--- config.mk ---
export PLATFORM = sky130hd
export DESIGN_NAME = decode_issue_queue
export DESIGN_NICKNAME = d
export VERILOG_FILES = /design/src/rtl/decode_issue_queue_pkg.sv /design/src/rtl/decode_issue_queue_fifo.sv /design/src/rtl/decode_issue_queue.sv
export SDC_FILE = /design/constraint.sdc
export NUM_CORES = 1
export LEC_CHECK = 0
export CAP_MARGIN = 10
export CORE_UTILIZATION = 55
export DETAILED_ROUTE_END_ITERATION = 10
export GPL_TIMING_DRIVEN = 0
export PLACE_DENSITY_LB_ADDON = 0.05
export SYNTH_ARGS = -nofsm -noshare
export SYNTH_HDL_FRONTEND = slang
export SYNTH_SLANG_ARGS = --single-unit
--- constraint.sdc ---
create_clock -name clock_i -period 28 [get_ports clock_i]
set_input_delay 5.6 -clock clock_i [delete_from_list [all_inputs] [get_ports clock_i]]
set_output_delay 5.6 -clock clock_i [all_outputs]
set_load 0.1 [all_outputs]
--- src/rtl/decode_issue_queue_pkg.sv ---
// Field widths, functional-unit codes and the packed decoded-instruction entry
// shared by the per-format decoders and the decode issue queue.
package decode_issue_queue_pkg;

    localparam int unsigned addressWidth            = 64;
    localparam int unsigned opcodeSize              = 12;
    localparam int unsigned funcUnitCodeSize        = 3;
    localparam int unsigned instructionCounterWidth = 64;
    localparam int unsigned instMinIdWidth          = 7;
    localparam int unsigned PidSize                 = 20;
    localparam int unsigned TidSize                 = 16;
    localparam int unsigned regAccessPatternSize    = 2;
    localparam int unsigned bodySize                = 26;

    localparam logic [funcUnitCodeSize-1:0] FX     = 3'd0;
    localparam logic [funcUnitCodeSize-1:0] FP     = 3'd1;
    localparam logic [funcUnitCodeSize-1:0] VX     = 3'd2;
    localparam logic [funcUnitCodeSize-1:0] CR     = 3'd3;
    localparam logic [funcUnitCodeSize-1:0] LS     = 3'd4;
    localparam logic [funcUnitCodeSize-1:0] Branch = 3'd6;

    localparam logic [regAccessPatternSize-1:0] regRead  = 2'b10;
    localparam logic [regAccessPatternSize-1:0] regWrite = 2'b01;

    typedef struct packed {
        logic [opcodeSize-1:0]              opcode;
        logic [addressWidth-1:0]            instructionAddress;
        logic [funcUnitCodeSize-1:0]        functionalUnitType;
        logic [instructionCounterWidth-1:0] instMajId;
        logic [instMinIdWidth-1:0]          instMinId;
        logic                               is64Bit;
        logic [PidSize-1:0]                 instPid;
        logic [TidSize-1:0]                 instTid;
        logic [regAccessPatternSize-1:0]    op1rw;
        logic [regAccessPatternSize-1:0]    op2rw;
        logic                               op1isReg;
        logic                               op2isReg;
        logic                               immIsExtended;
        logic                               immIsShifted;
        logic [bodySize-1:0]                instructionBody;
    } decoded_inst_t;

    localparam int unsigned DecodedInstWidth = $bits(decoded_inst_t);

endpackage

--- src/rtl/decode_issue_queue_fifo.sv ---
// Generic first-word-fall-through circular FIFO: storage, wrapping pointers and
// occupancy count, with a push that is still accepted when full if a pop coincides.
module circular_fifo #(
    parameter int unsigned Depth = 8,
    parameter int unsigned Width = 8
) (
    input  logic                     i_clk,
    input  logic                     i_rst_n,
    input  logic                     i_flush,
    input  logic                     i_push,
    input  logic                     i_ready,
    input  logic [Width-1:0]         i_wdata,
    output logic [Width-1:0]         o_rdata,
    output logic                     o_valid,
    output logic [$clog2(Depth):0]   o_count,
    output logic                     o_push,
    output logic                     o_pop
);
    localparam int unsigned AW = $clog2(Depth);
    localparam logic [AW:0] FullCount = (AW+1)'(Depth);
    localparam logic [AW:0] OneCount  = (AW+1)'(1);
    localparam logic [AW-1:0] OnePtr  = AW'(1);

    logic [Width-1:0] r_mem [Depth];
    logic [AW-1:0]    r_wr_ptr;
    logic [AW-1:0]    r_rd_ptr;
    logic [AW:0]      r_count;
    logic             w_push;
    logic             w_pop;

    assign w_pop  = (r_count != '0) && i_ready;
    assign w_push = i_push && ((r_count < FullCount) || w_pop);

    always_ff @(posedge i_clk or negedge i_rst_n) begin
        if (!i_rst_n) begin
            r_wr_ptr <= '0;
            r_rd_ptr <= '0;
            r_count  <= '0;
        end else if (i_flush) begin
            r_wr_ptr <= '0;
            r_rd_ptr <= '0;
            r_count  <= '0;
        end else begin
            if (w_push) r_wr_ptr <= r_wr_ptr + OnePtr;
            if (w_pop)  r_rd_ptr <= r_rd_ptr + OnePtr;
            case ({w_push, w_pop})
                2'b10:   r_count <= r_count + OneCount;
                2'b01:   r_count <= r_count - OneCount;
                default: r_count <= r_count;
            endcase
        end
    end

    always_ff @(posedge i_clk) begin
        if (w_push && !i_flush) r_mem[r_wr_ptr] <= i_wdata;
    end

    // Gating with valid keeps the head fields at zero whenever the queue is empty.
    assign o_rdata = o_valid ? r_mem[r_rd_ptr] : '0;
    assign o_valid = (r_count != '0);
    assign o_count = r_count;
    assign o_push  = w_push && !i_flush;
    assign o_pop   = w_pop && !i_flush;

endmodule

--- src/rtl/decode_issue_queue.sv ---
// Issue queue behind the D-format decoder: packs decoded fields into a FIFO entry,
// presents the head to issue, and raises an early stall plus a sticky overflow flag.
module decode_issue_queue #(
    parameter int unsigned Depth                   = 8,
    parameter int unsigned StallMargin             = 2,
    parameter int unsigned addressWidth            = decode_issue_queue_pkg::addressWidth,
    parameter int unsigned opcodeSize              = decode_issue_queue_pkg::opcodeSize,
    parameter int unsigned funcUnitCodeSize        = decode_issue_queue_pkg::funcUnitCodeSize,
    parameter int unsigned instructionCounterWidth = decode_issue_queue_pkg::instructionCounterWidth,
    parameter int unsigned instMinIdWidth          = decode_issue_queue_pkg::instMinIdWidth,
    parameter int unsigned PidSize                 = decode_issue_queue_pkg::PidSize,
    parameter int unsigned TidSize                 = decode_issue_queue_pkg::TidSize,
    parameter int unsigned regAccessPatternSize    = decode_issue_queue_pkg::regAccessPatternSize,
    parameter int unsigned bodySize                = decode_issue_queue_pkg::bodySize
) (
    input  logic                               clock_i,
    input  logic                               reset_i,
    input  logic                               flush_i,
    input  logic                               enable_i,
    input  logic [opcodeSize-1:0]              opcode_i,
    input  logic [addressWidth-1:0]            instructionAddress_i,
    input  logic [funcUnitCodeSize-1:0]        functionalUnitType_i,
    input  logic [instructionCounterWidth-1:0] instMajId_i,
    input  logic [instMinIdWidth-1:0]          instMinId_i,
    input  logic                               is64Bit_i,
    input  logic [PidSize-1:0]                 instPid_i,
    input  logic [TidSize-1:0]                 instTid_i,
    input  logic [regAccessPatternSize-1:0]    op1rw_i,
    input  logic [regAccessPatternSize-1:0]    op2rw_i,
    input  logic                               op1isReg_i,
    input  logic                               op2isReg_i,
    input  logic                               immIsExtended_i,
    input  logic                               immIsShifted_i,
    input  logic [bodySize-1:0]                instructionBody_i,
    input  logic                               ready_i,
    output logic                               stall_o,
    output logic                               valid_o,
    output logic [opcodeSize-1:0]              opcode_o,
    output logic [addressWidth-1:0]            instructionAddress_o,
    output logic [funcUnitCodeSize-1:0]        functionalUnitType_o,
    output logic [instructionCounterWidth-1:0] instMajId_o,
    output logic [instMinIdWidth-1:0]          instMinId_o,
    output logic                               is64Bit_o,
    output logic [PidSize-1:0]                 instPid_o,
    output logic [TidSize-1:0]                 instTid_o,
    output logic [regAccessPatternSize-1:0]    op1rw_o,
    output logic [regAccessPatternSize-1:0]    op2rw_o,
    output logic                               op1isReg_o,
    output logic                               op2isReg_o,
    output logic                               immIsExtended_o,
    output logic                               immIsShifted_o,
    output logic [bodySize-1:0]                instructionBody_o,
    output logic [$clog2(Depth):0]             count_o,
    output logic                               overflow_o
);
    import decode_issue_queue_pkg::*;

    localparam int unsigned CW = $clog2(Depth) + 1;
    localparam int unsigned EntryWidth = opcodeSize + addressWidth + funcUnitCodeSize
        + instructionCounterWidth + instMinIdWidth + 1 + PidSize + TidSize
        + 2*regAccessPatternSize + 4 + bodySize;
    localparam logic [CW-1:0] StallLevel = CW'(Depth - StallMargin);
    localparam logic [CW-1:0] OneCount   = CW'(1);

    logic [EntryWidth-1:0] w_wdata;
    logic [EntryWidth-1:0] w_rdata;
    logic [CW-1:0]         w_count;
    logic [CW-1:0]         w_count_next;
    logic                  w_push;
    logic                  w_pop;
    logic                  r_stall;
    logic                  r_overflow;

    assign w_wdata = {opcode_i, instructionAddress_i, functionalUnitType_i, instMajId_i,
                      instMinId_i, is64Bit_i, instPid_i, instTid_i, op1rw_i, op2rw_i,
                      op1isReg_i, op2isReg_i, immIsExtended_i, immIsShifted_i,
                      instructionBody_i};

    circular_fifo #(
        .Depth (Depth),
        .Width (EntryWidth)
    ) u_fifo (
        .i_clk   (clock_i),
        .i_rst_n (reset_i),
        .i_flush (flush_i),
        .i_push  (enable_i),
        .i_ready (ready_i),
        .i_wdata (w_wdata),
        .o_rdata (w_rdata),
        .o_valid (valid_o),
        .o_count (w_count),
        .o_push  (w_push),
        .o_pop   (w_pop)
    );

    assign {opcode_o, instructionAddress_o, functionalUnitType_o, instMajId_o,
            instMinId_o, is64Bit_o, instPid_o, instTid_o, op1rw_o, op2rw_o,
            op1isReg_o, op2isReg_o, immIsExtended_o, immIsShifted_o,
            instructionBody_o} = w_rdata;

    always_comb begin
        w_count_next = w_count;
        if (flush_i)              w_count_next = '0;
        else if (w_push && !w_pop) w_count_next = w_count + OneCount;
        else if (!w_push && w_pop) w_count_next = w_count - OneCount;
    end

    // Stall follows next-state occupancy so the decoder's in-flight instruction still fits.
    always_ff @(posedge clock_i or negedge reset_i) begin
        if (!reset_i) begin
            r_stall    <= 1'b0;
            r_overflow <= 1'b0;
        end else begin
            r_stall <= (w_count_next >= StallLevel);
            if (flush_i)               r_overflow <= 1'b0;
            else if (enable_i && !w_push) r_overflow <= 1'b1;
        end
    end

    assign stall_o    = r_stall;
    assign overflow_o = r_overflow;
    assign count_o    = w_count;

endmodule

==> out/metrics.cfg <==
[placement]
dp.cells=5154
portBuffers=453
dp_hpwl_um=106000
gp_congestion=0.771

[synth]
ys_seq_area_share_pct=78.7
ys_seq_elements=1780
syn_nets=3129
synth_top_area_cell=edfxtp_1
syn_area_per_cell_um2=23.4
yosys.cell_types.count=37
syn-cell-area_mm2=0.0679
syn_inst=2899
synth.area.top_cells=edfxtp_1, mux4_2, mux2i_1, nor2_1, buf_6
yosysTopAreaCellShare_pct=78.2
synth-warning-count=0

[timing]
tightest_slew_ns=1.19
setup_viol=0
slew_headroom_pct=20.2
fin_tns_setup_ns=0
drv_slew=0
skew_ns=0.0217
period_share_pct=37.8
fmax_mhz=94.6
rsz0062_at_grt=false
min_period_ns=10.58
hold_viol_final=0

[route]
drt_pre_antenna_iters=6
dr.first_iter.drc_count=2985
drc=0
ant_nets=0
avgViaCountPerCell=5.91
avgRoutedWirePerCell_um=28.9
wl_um=158000
num_vias=32379

[setup_path]
rrSetupSlack_ns=24.51
startpoint=u_fifo.o_count[1]
cp-endpoint=instructionAddress_o[18]
critPathKind=flop to primary output
cp-start-kind=flop
timing.rr.end=u_fifo.r_mem[1][131]
end_kind=primary output
cp_data_required_time_ns=22.40
arrival_ns=4.98
reg2reg_from=u_fifo.o_count[3]
reg2reg_depth=12
critical_path.max_fanout=10

[cells_and_area]
final_common_cell=edfxtp_1
stdcell_count=5479
area_growth_pct=21.6
drive_above_1_share_pct=25.5
layout.nets=3938
final_cell_mix=edfxtp_1, clkdlybuf4s50_1, mux4_2, nor2_1, mux2i_1

[clocking]
cts-root-buf=clkbuf_16
numClockSinks=1780
htree_levels=4
cts_tree=built
cts_max_path_buffers=3
clk_latency_ns=0.79
cts_hold_buf=0
post_cts_buffers=0
cts_resized=0
cts_buffers=177
clkTransAtPathRegs_ns=0.06

[die]
fp.dieH_um=353
die-area_mm2=0.125
initial_core_util_pct=55.6
core_mm2=0.122
ios=454
die_w_um=353
fp-row-count=128

[power_and_ir_drop]
p_leak_uw=0.0258
ir_drop_v=0.000138
power_uw=8500
power_density_mw_per_mm2=103

[grt]
grt_max_degree=25
gr-total-overflow=0
grt_use_total_pct=25.7
antenna_found_initial=36
grt_pass1_wl_um=231000
grt_pass1_vias=34330

[status]
outcome=finished clean

[worst_hold_path]
hold_class=flop to flop

[job]
maxCapViolCount=0

[registers in the layout (all words and copies together), names as in the netlist]
signal / cells
u_fifo.r_mem: 1768
u_fifo.o_count: 4
u_fifo.r_rd_ptr: 3
u_fifo.r_wr_ptr: 3
overflow_o: 1
stall_o: 1
[synth_stat cells]
library cell,n
buf_2,59
nor3b_4,1
inv_2,1
nand4_1,1
a21boi_1,1
a21o_1,1
inv_1,3
dfrtp_1,12
xnor2_1,2
mux2_1,2
mux4_2,442
nand2_4,1
a31oi_1,1
a311oi_1,2
a21oi_1,6
buf_4,1
ha_1,4
o21ai_0,1
buf_6,42
nor2b_1,3
edfxtp_1,1768
clkbuf_1,47
or3_1,1
nor2_1,236
nand2_1,9
o22ai_1,1
nor4_1,1
o21ai_1,1
xor2_1,5
nand2b_1,6
and4_1,1
buf_1,3
o2111ai_1,1
a211oi_1,1
nand3_1,5
nor3_1,5
mux2i_1,222
[stage by stage]
stage / worst slack (ns) / hold slack (ns) / cell area, um^2 / utilization (%)
6_report: 17.42 / 0.570 / 82500 / 67.6
5_1_grt: 17.32 / 0.574 / 82500 / 67.6
4_1_cts: 17.36 / 0.549 / 82500 / 67.6
3_5_place_dp: 18.25 / 0.535 / 76900 / 63.0
3_3_place_gp: -12.52 / 0.507 / 74400 / 61.0
2_1_floorplan: 5.91 / 0.584 / 67900 / -
[worst min-delay path by stage]
| stage | from | endpoint | slack, ns | depth (start not counted) |
|---|---|---|---|---|
| final | overflow_o | overflow_o | 0.57 | 2 |
| after global routing | overflow_o | overflow_o | 0.57 | 2 |
| after CTS | overflow_o | overflow_o | 0.55 | 2 |
| after detailed placement | overflow_o | overflow_o | 0.53 | 2 |
| after global placement | overflow_o | overflow_o | 0.51 | 2 |
| after floorplan | u_fifo.r_wr_ptr[1] | u_fifo.r_wr_ptr[1] | 0.58 | 2 |
[area by class of cell]
| cell class | instances | area, um^2 |
|---|---|---|
| timing repair buffer | 630 | 6910 |
| inverter | 4 | 15.0 |
| antenna | 10 | 25.0 |
| buffer | 152 | 967 |
| clock buffer | 228 | 4860 |
| fill | 7835 | 39500 |
| multi-input combinational | 963 | 13600 |
| clock inverter | 87 | 783 |
| sequential | 1780 | 53400 |
| tap | 1625 | 2030 |
[critical path, cell delays in order, from the launching register on]
cell and delay (ns):
dfrtp_1 0.42, clkbuf_1 0.22, inv_1 0.10, ha_1 0.22, nor3b_4 0.65, clkbuf_2 0.65
clkbuf_1 0.66, nor2_1 0.22, clkdlybuf4s50_1 1.03
[power by group]
group,switching [uW],internal [uW]
Combinational,2280,918
Sequential,15.3,2990
Clock,954,1350
[routing by layer]
metal / vias to the layer above / GRT usage [%] / wire length, um / part of all wire [%]
li1: 13805 / - / - / -
met1: 17227 / 33.4 / 61100 / 39
met5: - / 0 / 283 / 0.18
met4: 44 / 7.18 / 3160 / 2.0
met2: 1046 / 43.8 / 82400 / 52
met3: 257 / 6.03 / 11200 / 7.1
[cell families (layout without fill, tap and decap cells)]
group,after synthesis,count (layout),share of synthesized area [%]
buf+inv,156,1101,1.44
compound gates,16,16,0.149
flops,1780,1780,78.7
simple gates,270,270,1.60
fa+ha+maj,4,4,0.0737
xor+xnor,7,7,0.0903
mux,666,666,18.0
other cells,0,10,0
Note: power is estimated with default switching activity, not from simulation.
